<file path="config.mk">
export PLATFORM = sky130hd
export DESIGN_NAME = inst_fetch_unit
export DESIGN_NICKNAME = d
export VERILOG_FILES = /design/src/rtl/inst_fetch_unit_pkg.sv /design/src/rtl/inst_fetch_unit_fetch_queue.sv /design/src/rtl/inst_fetch_unit.sv
export SDC_FILE = /design/constraint.sdc
export NUM_CORES = 1
export LEC_CHECK = 0
export CAP_MARGIN = 0
export CORE_MARGIN = 3
export CORE_UTILIZATION = 36
export DETAILED_ROUTE_END_ITERATION = 12
export GPL_TIMING_DRIVEN = 0
export SLEW_MARGIN = 20
export SYNTH_ARGS = -nofsm -noshare
export SYNTH_HDL_FRONTEND = slang
export SYNTH_SLANG_ARGS = --single-unit
</file>
<file path="constraint.sdc">
create_clock -name clk -period 11.34 [get_ports clk]
set_input_delay 2.268 -clock clk [delete_from_list [all_inputs] [get_ports clk]]
set_output_delay 2.268 -clock clk [all_outputs]
set_load 0.05 [all_outputs]
</file>
<file path="src/rtl/inst_fetch_unit_pkg.sv">
// ---------------------------------------------------------------------------
// inst_fetch_unit_pkg
//   Shared constants and types for the instruction-fetch front end.
//   RESET_PC_DEF : PC loaded on reset (MIPS text base)
//   NOP_INST     : value presented on inst_out while the queue holds nothing
//   ROM_AW_DEF   : default ROM byte-address width
//   INST_W       : instruction width
//   CNT_W_DEF    : default width of the fetch performance counter
//   fetch_entry_t: one {pc, inst} queue slot
// ---------------------------------------------------------------------------
package inst_fetch_unit_pkg;

    localparam logic [31:0] RESET_PC_DEF = 32'h0040_0000;
    localparam logic [31:0] NOP_INST     = 32'h0000_0000;
    localparam int          ROM_AW_DEF   = 12;
    localparam int          INST_W       = 32;
    localparam int          CNT_W_DEF    = 16;

    typedef struct packed {
        logic [31:0]       pc;
        logic [INST_W-1:0] inst;
    } fetch_entry_t;

    // Instructions are word aligned; low two bits of a target are dropped.
    function automatic logic [31:0] word_align(input logic [31:0] addr);
        return {addr[31:2], 2'b00};
    endfunction

endpackage

</file>
<file path="src/rtl/inst_fetch_unit_fetch_queue.sv">
// ---------------------------------------------------------------------------
// fetch_queue
//   Two-entry {pc, inst} FIFO between the ROM port and decode.
//   Ports:
//     clk, rst    : clock, synchronous active-high reset
//     flush       : drop every entry (redirect); wins over push/pop
//     push        : write push_entry at tail (caller guarantees not full,
//                   or full with a simultaneous pop)
//     pop         : advance head (caller guarantees not empty)
//     push_entry  : {pc, inst} to write
//     head        : entry at the head (meaningful only while count != 0)
//     count       : number of valid entries, 0..2
// ---------------------------------------------------------------------------
module fetch_queue
    import inst_fetch_unit_pkg::*;
#(
    parameter logic [31:0] RESET_PC = RESET_PC_DEF
) (
    input  logic         clk,
    input  logic         rst,
    input  logic         flush,
    input  logic         push,
    input  logic         pop,
    input  fetch_entry_t push_entry,
    output fetch_entry_t head,
    output logic [1:0]   count
);

    fetch_entry_t entries [2];
    logic         rd_ptr;
    logic         wr_ptr;

    // Slots are reset so that the head reads {RESET_PC, NOP} straight out
    // of reset, before anything has been fetched.
    always_ff @(posedge clk) begin
        if (rst) begin
            entries[0] <= '{pc: RESET_PC, inst: NOP_INST};
            entries[1] <= '{pc: RESET_PC, inst: NOP_INST};
            rd_ptr     <= 1'b0;
            wr_ptr     <= 1'b0;
            count      <= 2'd0;
        end else if (flush) begin
            rd_ptr <= 1'b0;
            wr_ptr <= 1'b0;
            count  <= 2'd0;
        end else begin
            if (push) begin
                entries[wr_ptr] <= push_entry;
                wr_ptr          <= ~wr_ptr;
            end
            if (pop) begin
                rd_ptr <= ~rd_ptr;
            end
            if (push && !pop) begin
                count <= count + 2'd1;
            end else if (!push && pop) begin
                count <= count - 2'd1;
            end
        end
    end

    assign head = entries[rd_ptr];

endmodule

</file>
<file path="src/rtl/inst_fetch_unit.sv">
// ---------------------------------------------------------------------------
// inst_fetch_unit
//   Instruction-fetch front end. Owns the PC, addresses a combinational
//   instruction ROM, buffers fetched words in a 2-entry queue and hands them
//   to decode over valid/ready. Execute redirects flush all stale fetches.
//   Ports:
//     clk, rst       : clock, synchronous active-high reset
//     rom_addr       : ROM byte address = low ROM_AW bits of fetch PC
//     rom_data       : ROM word for rom_addr (same cycle)
//     inst_valid     : queue head holds an instruction
//     inst_ready     : decode takes the head this cycle
//     inst_out       : instruction at head
//     inst_pc        : PC of instruction at head
//     redirect_valid : execute requests a PC change
//     redirect_pc    : redirect target
//     align_err      : sticky, a redirect target had nonzero bits [1:0]
//     fetch_count    : words written into the queue, saturating
// ---------------------------------------------------------------------------
module inst_fetch_unit
    import inst_fetch_unit_pkg::*;
#(
    parameter logic [31:0] RESET_PC = RESET_PC_DEF,
    parameter int          ROM_AW   = ROM_AW_DEF,
    parameter int          CNT_W    = CNT_W_DEF
) (
    input  logic              clk,
    input  logic              rst,
    output logic [ROM_AW-1:0] rom_addr,
    input  logic [INST_W-1:0] rom_data,
    output logic              inst_valid,
    input  logic              inst_ready,
    output logic [INST_W-1:0] inst_out,
    output logic [31:0]       inst_pc,
    input  logic              redirect_valid,
    input  logic [31:0]       redirect_pc,
    output logic              align_err,
    output logic [CNT_W-1:0]  fetch_count
);

    logic [31:0]  fetch_pc;
    logic [1:0]   q_count;
    logic         push;
    logic         pop;
    fetch_entry_t q_head;
    fetch_entry_t q_wdata;

    assign rom_addr   = fetch_pc[ROM_AW-1:0];
    assign inst_valid = (q_count != 2'd0);
    assign pop        = inst_valid && inst_ready;
    // A full queue can still accept a word when decode drains one this cycle,
    // which is what gives one instruction per cycle with no bubbles.
    assign push       = !rst && !redirect_valid && ((q_count != 2'd2) || pop);
    assign q_wdata    = '{pc: fetch_pc, inst: rom_data};

    fetch_queue #(
        .RESET_PC (RESET_PC)
    ) u_queue (
        .clk        (clk),
        .rst        (rst),
        .flush      (redirect_valid),
        .push       (push),
        .pop        (pop),
        .push_entry (q_wdata),
        .head       (q_head),
        .count      (q_count)
    );

    assign inst_out = q_head.inst;
    assign inst_pc  = q_head.pc;

    always_ff @(posedge clk) begin
        if (rst) begin
            fetch_pc    <= RESET_PC;
            align_err   <= 1'b0;
            fetch_count <= '0;
        end else if (redirect_valid) begin
            fetch_pc <= word_align(redirect_pc);
            if (redirect_pc[1:0] != 2'b00) begin
                align_err <= 1'b1;
            end
        end else if (push) begin
            fetch_pc <= fetch_pc + 32'd4;
            if (fetch_count != {CNT_W{1'b1}}) begin
                fetch_count <= fetch_count + 1'b1;
            end
        end
    end

endmodule

</file>
---- Word-level counts from Yosys, hierarchy flattened ----
Memory sizes are Yosys's and may differ from the RTL's. A register that Yosys moved wholly into a read port is not among the register bits.
Index checks and enable logic that the tools add are counted.
storage, ports and cells
  memories kept ........................... 1
  RAM bits ................................ 128
  bits in latches ......................... 0
  output and inout bits ................... 94
  memory bits (read-only) ................. 0
  bits of input ports ..................... 68
  register bits ........................... 53
operators by class
  add/subtract/negate cells ............... 4
  multiplexer cells ....................... 15
  order comparisons ....................... 0
  eq/ne operators ......................... 2
  multipliers ............................. 0
  reduce and logical (&&, ||, !) cells .... 18
  bitwise operators ....................... 3
  shifts and indexed selects .............. 0
  divide/modulo/power cells ............... 0
memory list
  memory           words  bits a word  rd ports  clocked after Yosys merged registers in  wr ports  RTL line                           RTL
  u_queue.entries  2      64           1         1                                        2         inst_fetch_unit_fetch_queue.sv:29  fetch_entry_t entries [2];
operator list
  kind                   number
  $mux 32                2
  $mux 64                1
  $reduce_or 64->1       1
  $add 32x3->32 const B  1
  $add 16x1->16 const B  1
  $ne 16x16->1 const B   1
  $mux 1                 10
  $reduce_bool 2->1      4
  $logic_and 1x1->1      5
  $logic_not 1->1        4
  $mux 2                 2
  $not 1->1              3
  $reduce_and 3->1       1
  $add 2x1->2 const B    1
  $ne 2x2->1 const B     1
  $reduce_and 2->1       1
  $reduce_or 2->1        1
  $sub 2x1->2 const B    1
  $logic_or 1x1->1       1

---- Longest topological paths before layout ----
Gate-level depths: netlist (run 1).
  depth after elaboration ................. 10
  mapped depth ............................ 8
  depth with buffers taken out ............ 7

---- Hierarchy ----
Synthesis (run 1) repeated with hierarchy kept, for this count alone.
unflattened totals
  cells, all modules ...................... 709
  area, all modules ....................... 8627.0 µm²
modules (own cells, without submodules)
  module           times used  area an instance (µm²)  cells each
  fetch_queue      1           5918.2                  382
  inst_fetch_unit  1           2708.8                  327

---- Worst setup path after synthesis (run 1) ----
Ideal clock, no wire load.
  path kind ............................... input port to flip-flop
  start point ............................. input redirect_valid
  end point ............................... memory u_queue.entries[0][0] (netlist name), enable pin
  data required time ...................... 10.772 ns
  path buffers ............................ 1
  arrival ................................. 7.077 ns
  library setup time ...................... 0.568 ns
  slack ................................... 3.695 ns
  stages .................................. 4
  cell sequence ........................... buf_6 > nor2_1 > nand2_1 > o21ai_0
RTL lines
  what         RTL line                           RTL
  from (decl)  inst_fetch_unit.sv:34              input logic redirect_valid,
  to (decl)    inst_fetch_unit_fetch_queue.sv:29

==> results.ini, run 1 <==
[status]
status=complete, no violations

[cts]
htreeDepth=4
path_clk_slew_ns=0.07
cts_setup_buffers=0
clock_path_buffers=2
cts-root-buf=clkbuf_16
holdBufCountCts=0
clk_latency_ns=0.42
cts_num_sinks=176
cts_tree=built
cts_resized=0
numCtsBuffers=17

[routing]
wl_met2_mm=9.33
dr.max_layer_used=met4
drc=0
wl_met1_mm=9.08
first_pass_iters=5
avgViaCountPerCell=4.87
vias=5610
wl_met3_mm=1.24
drt-initial-drc-count=290
wl_mm=19.8
wl_per_cell_um=17.2
postRouteAntennaNets=0

[power_and_ir_drop]
p_leak_nw=3.96
p_per_area_nw_per_um2=148
p_seq_share_pct=46.2
switching_share_pct=24.9
combPwrFrac_pct=14.8
p_clk_share_pct=39.0
intPower_mw=1.21
power_switching_mw=0.400
peakVddDrop_mv=0.0937

[timing]
slew_headroom_pct=46.4
clock.fmax_ghz=0.192
grt_setup_unrepaired=false
drv_slew=0
finalHoldViolations=0
period_minus_slack_ns=5.21
worst_pin_slew_ns=0.801
finalSetupViolations=0
skew_ns=0.00732
final.period_utilization_pct=45.9

[synth]
seq_area_frac_synth_pct=58.4
yosys_warnings=0
synth-compound-area-share_pct=3.77
synth-xor-area-share_pct=3.54
synth_adder_area_share_pct=0.460
synth.distinct_cells=49
synth_top_family_by_area=simple AND/OR/NAND/NOR gates
synth_seq_cells=176
synth_area_um2=8150
synth-main-ff-cell=edfxtp_1
async_flop_share_pct=0
muxShareOfSynthArea_pct=10.0
synth_enable_flop_cells=124
synth-simple-area-share_pct=20.3
syn_area_per_cell_um2=12.0
netlist_instances=679

[global_route]
antenna_found_initial=0
grt_max_degree=36
grt_overflow=0
grt_pass1_vias=5636
grt_pass1_wl_mm=31.0
grt_use_total_pct=16.4

[setup_path]
crit_fanout=10
slowest_delay_ns=0.70
cp_data_required_time_ns=9.07
path_cells=clkbuf_1 > clkbuf_1 > mux2_2 > clkdlybuf4s50_1
cp_slowest_cell=clkdlybuf4s50_1
worstPathArrival_ns=2.94
path_class=flip-flop to primary output
end_kind=primary output
crit_top_cell=clkbuf_1
start_kind=flip-flop

[cells_and_area]
syn_to_final_growth_pct=32.7
drive_gt1_share_pct=14.1
post-route-cell-area_um2=10800
antennaDiodeCount=0
fin_nets=932
fillers=2026
stdcell_count=1152

[die]
die_area_um2=24500
die_w_um=157
rows=54
start_util_pct=37.0
ios=162
coreArea_um2=22000
dieHeight_um=157

[place]
placedCellCount=1122
placed_area_um2=10200
dp_hpwl_mm=13.8
port_buffers=156
gp_congestion=0.817

[min_path]
hold_class=flip-flop to flip-flop

[job]
drv_cap=0

## placed cells by master (no fill, tap or decap), drive strengths merged, types with 6 or more instances in the layout
cell type / synthesis / layout
a211oi: 13 / 13
a21oi: 12 / 12
and2: 124 / 124
and3: 12 / 12
buf: 23 / 27
clkbuf: 26 / 44
clkdlybuf4s50: 0 / 156
clkinv: 0 / 7
dfxtp: 52 / 52
edfxtp: 124 / 124
inv: 7 / 7
mux2: 62 / 62
mux2i: 12 / 12
nand2: 27 / 27
nand3: 15 / 15
nand4: 19 / 19
nor2: 48 / 48
nor3: 12 / 12
nor4: 7 / 7
o21ai: 6 / 6
or3: 7 / 7
xnor2: 17 / 17
xor2: 16 / 16
## cell families (layout without fill, tap and decap cells)
| kind of cell | after synthesis | in the layout |
|---|---|---|
| buf+inv | 56 | 246 |
| compound gates | 47 | 47 |
| xor+xnor | 33 | 33 |
| flops | 176 | 176 |
| simple gates | 289 | 289 |
| mux | 74 | 74 |
| other cells | 1 | 4 |
| fa+ha+maj | 3 | 3 |
## sequential cells by signal, summed over array words and instances (netlist names), named ones only
register,cells
u_queue.rd_ptr,1
u_queue.wr_ptr,1
u_queue.count,2
fetch_pc,30
align_err,1
fetch_count,16
u_queue.entries,124
## power by group through the flow
stage / Combinational [mW] / Clock [mW] / Sequential (mW)
2_1_floorplan: 0.144 / 0 / 0.756
3_3_place_gp: 0.232 / 0 / 0.760
3_5_place_dp: 0.239 / 0 / 0.757
4_1_cts: 0.240 / 0.639 / 0.743
5_1_grt: 0.251 / 0.666 / 0.747
6_report: 0.237 / 0.627 / 0.742
## cells in the mapped netlist, drive strengths merged (12+ instances only)
cell type	instances	area, um^2
and2	124	776
edfxtp	124	3720
mux2	62	698
dfxtp	52	1040
nor2	48	180
nand2	27	101
clkbuf	26	97.6
buf	23	151
nand4	19	119
xnor2	17	149
xor2	16	140
nand3	15	75.1
a211oi	13	97.6
a21oi	12	60.1
and3	12	75.1
mux2i	12	120
nor3	12	70.1
## cell type report
class	instances	area (um^2)	area share, %
multi-input cells	450	3140	29.1
clock buffers	18	429	3.97
repair buffers	160	1660	15.4
flip-flops and latches	176	4760	44.0
plain buffers	49	249	2.30
inverters	7	26.3	0.243
clock inverters	12	193	1.78
well taps	280	350	3.24
## critical path, delay by kind of cell (launching register included)
kind / cells / cell delay, ns
buffers and inverters: 3 / 1.78
flip-flops: 1 / 0.31
multiplexers: 1 / 0.42
## through the flow
| step | setup TNS, ns | setup WS, ns | utilization, % | total power [mW] | hold slack [ns] |
|---|---|---|---|---|---|
| finish | 0 | 6.13 | 49.1 | 1.61 | 0.453 |
| global route | 0 | 5.98 | 49.1 | 1.66 | 0.477 |
| CTS | 0 | 6.07 | 49.1 | 1.62 | 0.454 |
| detailed placement | 0 | 6.44 | 46.3 | 0.996 | 0.443 |
| global placement | -0.304 | -0.00998 | 45.8 | 0.993 | 0.437 |
| floorplan | 0 | 3.69 | - | 0.900 | 0.469 |
## worst paths after layout
| path | from | end | slack [ns] | cells past startpoint |
|---|---|---|---|---|
| worst max-delay path | flip-flop | inst_out[28] | 6.13 | 4 |
| worst min register to register | align_err | align_err | 0.45 | 2 |
| worst min-delay path | align_err | align_err | 0.45 | 2 |
| worst max register to register | u_queue.count[0] | u_queue.entries[1][37] | 8.84 | 5 |
## per-layer routing
metal	global-route usage, %	vias to the layer above
li1	-	2773
met1	22.3	2658
met2	26.5	164
met3	4.01	15
met4	4.34	0
met5	0	-
Note: power is estimated with default switching activity, not from simulation.
==> run 2, diff against run 1 <==
- clock period: 11.34 -> 4.7 ns (I/O delays scaled with it)
==> run 2 against run 1 <==
Compared with the run above:
- highest routed layer unchanged
- design area shrank 0.25%
- non-clock buffer count is the same
- first-iteration DRC count shrank 26%
- via count grew 0.91%
- flip-flop and latch count is the same
- worst hold slack gained 0.0046 ns
- critical path depth is the same
- wire length is essentially flat
- largest power group unchanged
==> results.ini, run 2 (synthesis gave the netlist of run 1 again) <==
[timing]
slew_headroom_pct=47.1
grt_setup_unrepaired=false
finalSetupTns_ns=0
final.period_utilization_pct=82.2
finalHoldViolations=0
setup_ws_ns=0.835
period_minus_slack_ns=3.86
skew_ns=0.00946
drv_slew=0
clock.fmax_ghz=0.259
worst_pin_slew_ns=0.791
finalSetupViolations=0

[cts]
cts_resized=0
numCtsBuffers=17
clock_path_buffers=2
cts-root-buf=clkbuf_16
cts_setup_buffers=0
path_clk_slew_ns=0.07
htreeDepth=4
cts_num_sinks=176
cts_tree=built
clk_latency_ns=0.42
holdBufCountCts=0

[place]
dp_hpwl_mm=13.9
gp_congestion=0.833
dpl_worst_slack_ns=1.14
port_buffers=156
placed_area_um2=10200

[power_and_ir_drop]
p_per_area_nw_per_um2=352
peakVddDrop_mv=0.229
p_leak_nw=3.94

[cells_and_area]
post-route-cell-area_um2=10800
largest_reg_flops=124
fin_nets=932
largest_register=u_queue.entries
layout_common_cells=clkdlybuf4s50_1, and2_1, edfxtp_1, mux2_2, dfxtp_1
top_regs=u_queue.entries x124, fetch_pc x30, fetch_count x16
final_core_util_pct=49.0
antennaDiodeCount=0
final_common_cell=clkdlybuf4s50_1
drive_gt1_share_pct=14.4
syn_to_final_growth_pct=32.4

[die]
dieHeight_um=157
die_w_um=157
rows=54
ios=162
die_area_um2=24500
start_util_pct=37.0
coreArea_um2=22000

[setup_path]
end_kind=primary output
crit_fanout=10
path_class=flip-flop to primary output
worstPathArrival_ns=2.92
r2r_setup_slack_ns=2.23
start_kind=flip-flop
rr_startpoint=u_queue.count[0]
cp_data_required_time_ns=3.76

[routing]
wl_mm=19.8
drc=0
wl_per_cell_um=17.2
postRouteAntennaNets=0
first_pass_iters=5
avgViaCountPerCell=4.91
vias=5661
drt-initial-drc-count=214

[global_route]
grt_pass1_wl_mm=31.0
grt_overflow=0
grt_max_degree=40
grt_use_total_pct=16.5
antenna_found_initial=0
grt_pass1_vias=5620

[min_path]
min_from=align_err
hold_class=flip-flop to flip-flop

[job]
drv_cap=0

[status]
status=complete, no violations

[run 2: cell count changes in the layout (fill, tap and decap cells not counted)]
cell,before,now
clkbuf_1,27,28
clkinvlp_4,0,2
clkinv_1,3,1
inv_8,0,1
clkinv_2,1,2
bufinv_16,5,3
clkinvlp_2,0,1
clkinv_4,3,1
inv_6,0,2
[run 2: cell type report]
class | instances | area, um^2
Sequential cell | 176 | 4760
Fill cell | 1998 | 11200
Timing Repair Buffer | 160 | 1660
Clock inverter | 13 | 161
Inverter | 7 | 26.3
Tap cell | 280 | 350
Clock buffer | 19 | 433
Buffer | 49 | 249
Multi-Input combinational cell | 450 | 3140
[run 2: path summary, 6_finish.rpt]
kind / endpoint / depth (start not counted)
hold reg to reg: align_err / 2
setup reg to reg: u_queue.entries[1][14] / 5
setup / recovery: inst_out[26] / 4
hold / removal: align_err / 2
[run 2: report_power, final]
group | switching [mW] | internal (mW) | total (mW)
combinational | 0.341 | 0.229 | 0.571
clock | 0.595 | 0.839 | 1.43
sequential | 0.0443 | 1.75 | 1.79
[run 2: stage by stage]
stage               std cells  hold WS, ns  power (mW)
finish                   1154        0.458        3.80
global route             1154        0.475        3.94
CTS                      1154        0.464        3.84
detailed placement       1122        0.445        2.40
global placement         1118        0.440        2.39
floorplan                 682        0.469        2.17
[run 2: routing by layer]
layer | track usage [%] | vias up | share of wire [%]
met5 | 0 | - | 0
met4 | 4.54 | 0 | 1.3
met3 | 4.26 | 19 | 6.2
met2 | 27.3 | 166 | 48
met1 | 21.5 | 2700 | 45
li1 | - | 2776 | -
[run 2: worst max-delay path: stages (launching register included)]
cell and delay (ns):
dfxtp_1 0.31, clkbuf_1 0.51, clkbuf_1 0.55, mux2_2 0.42, clkdlybuf4s50_1 0.70
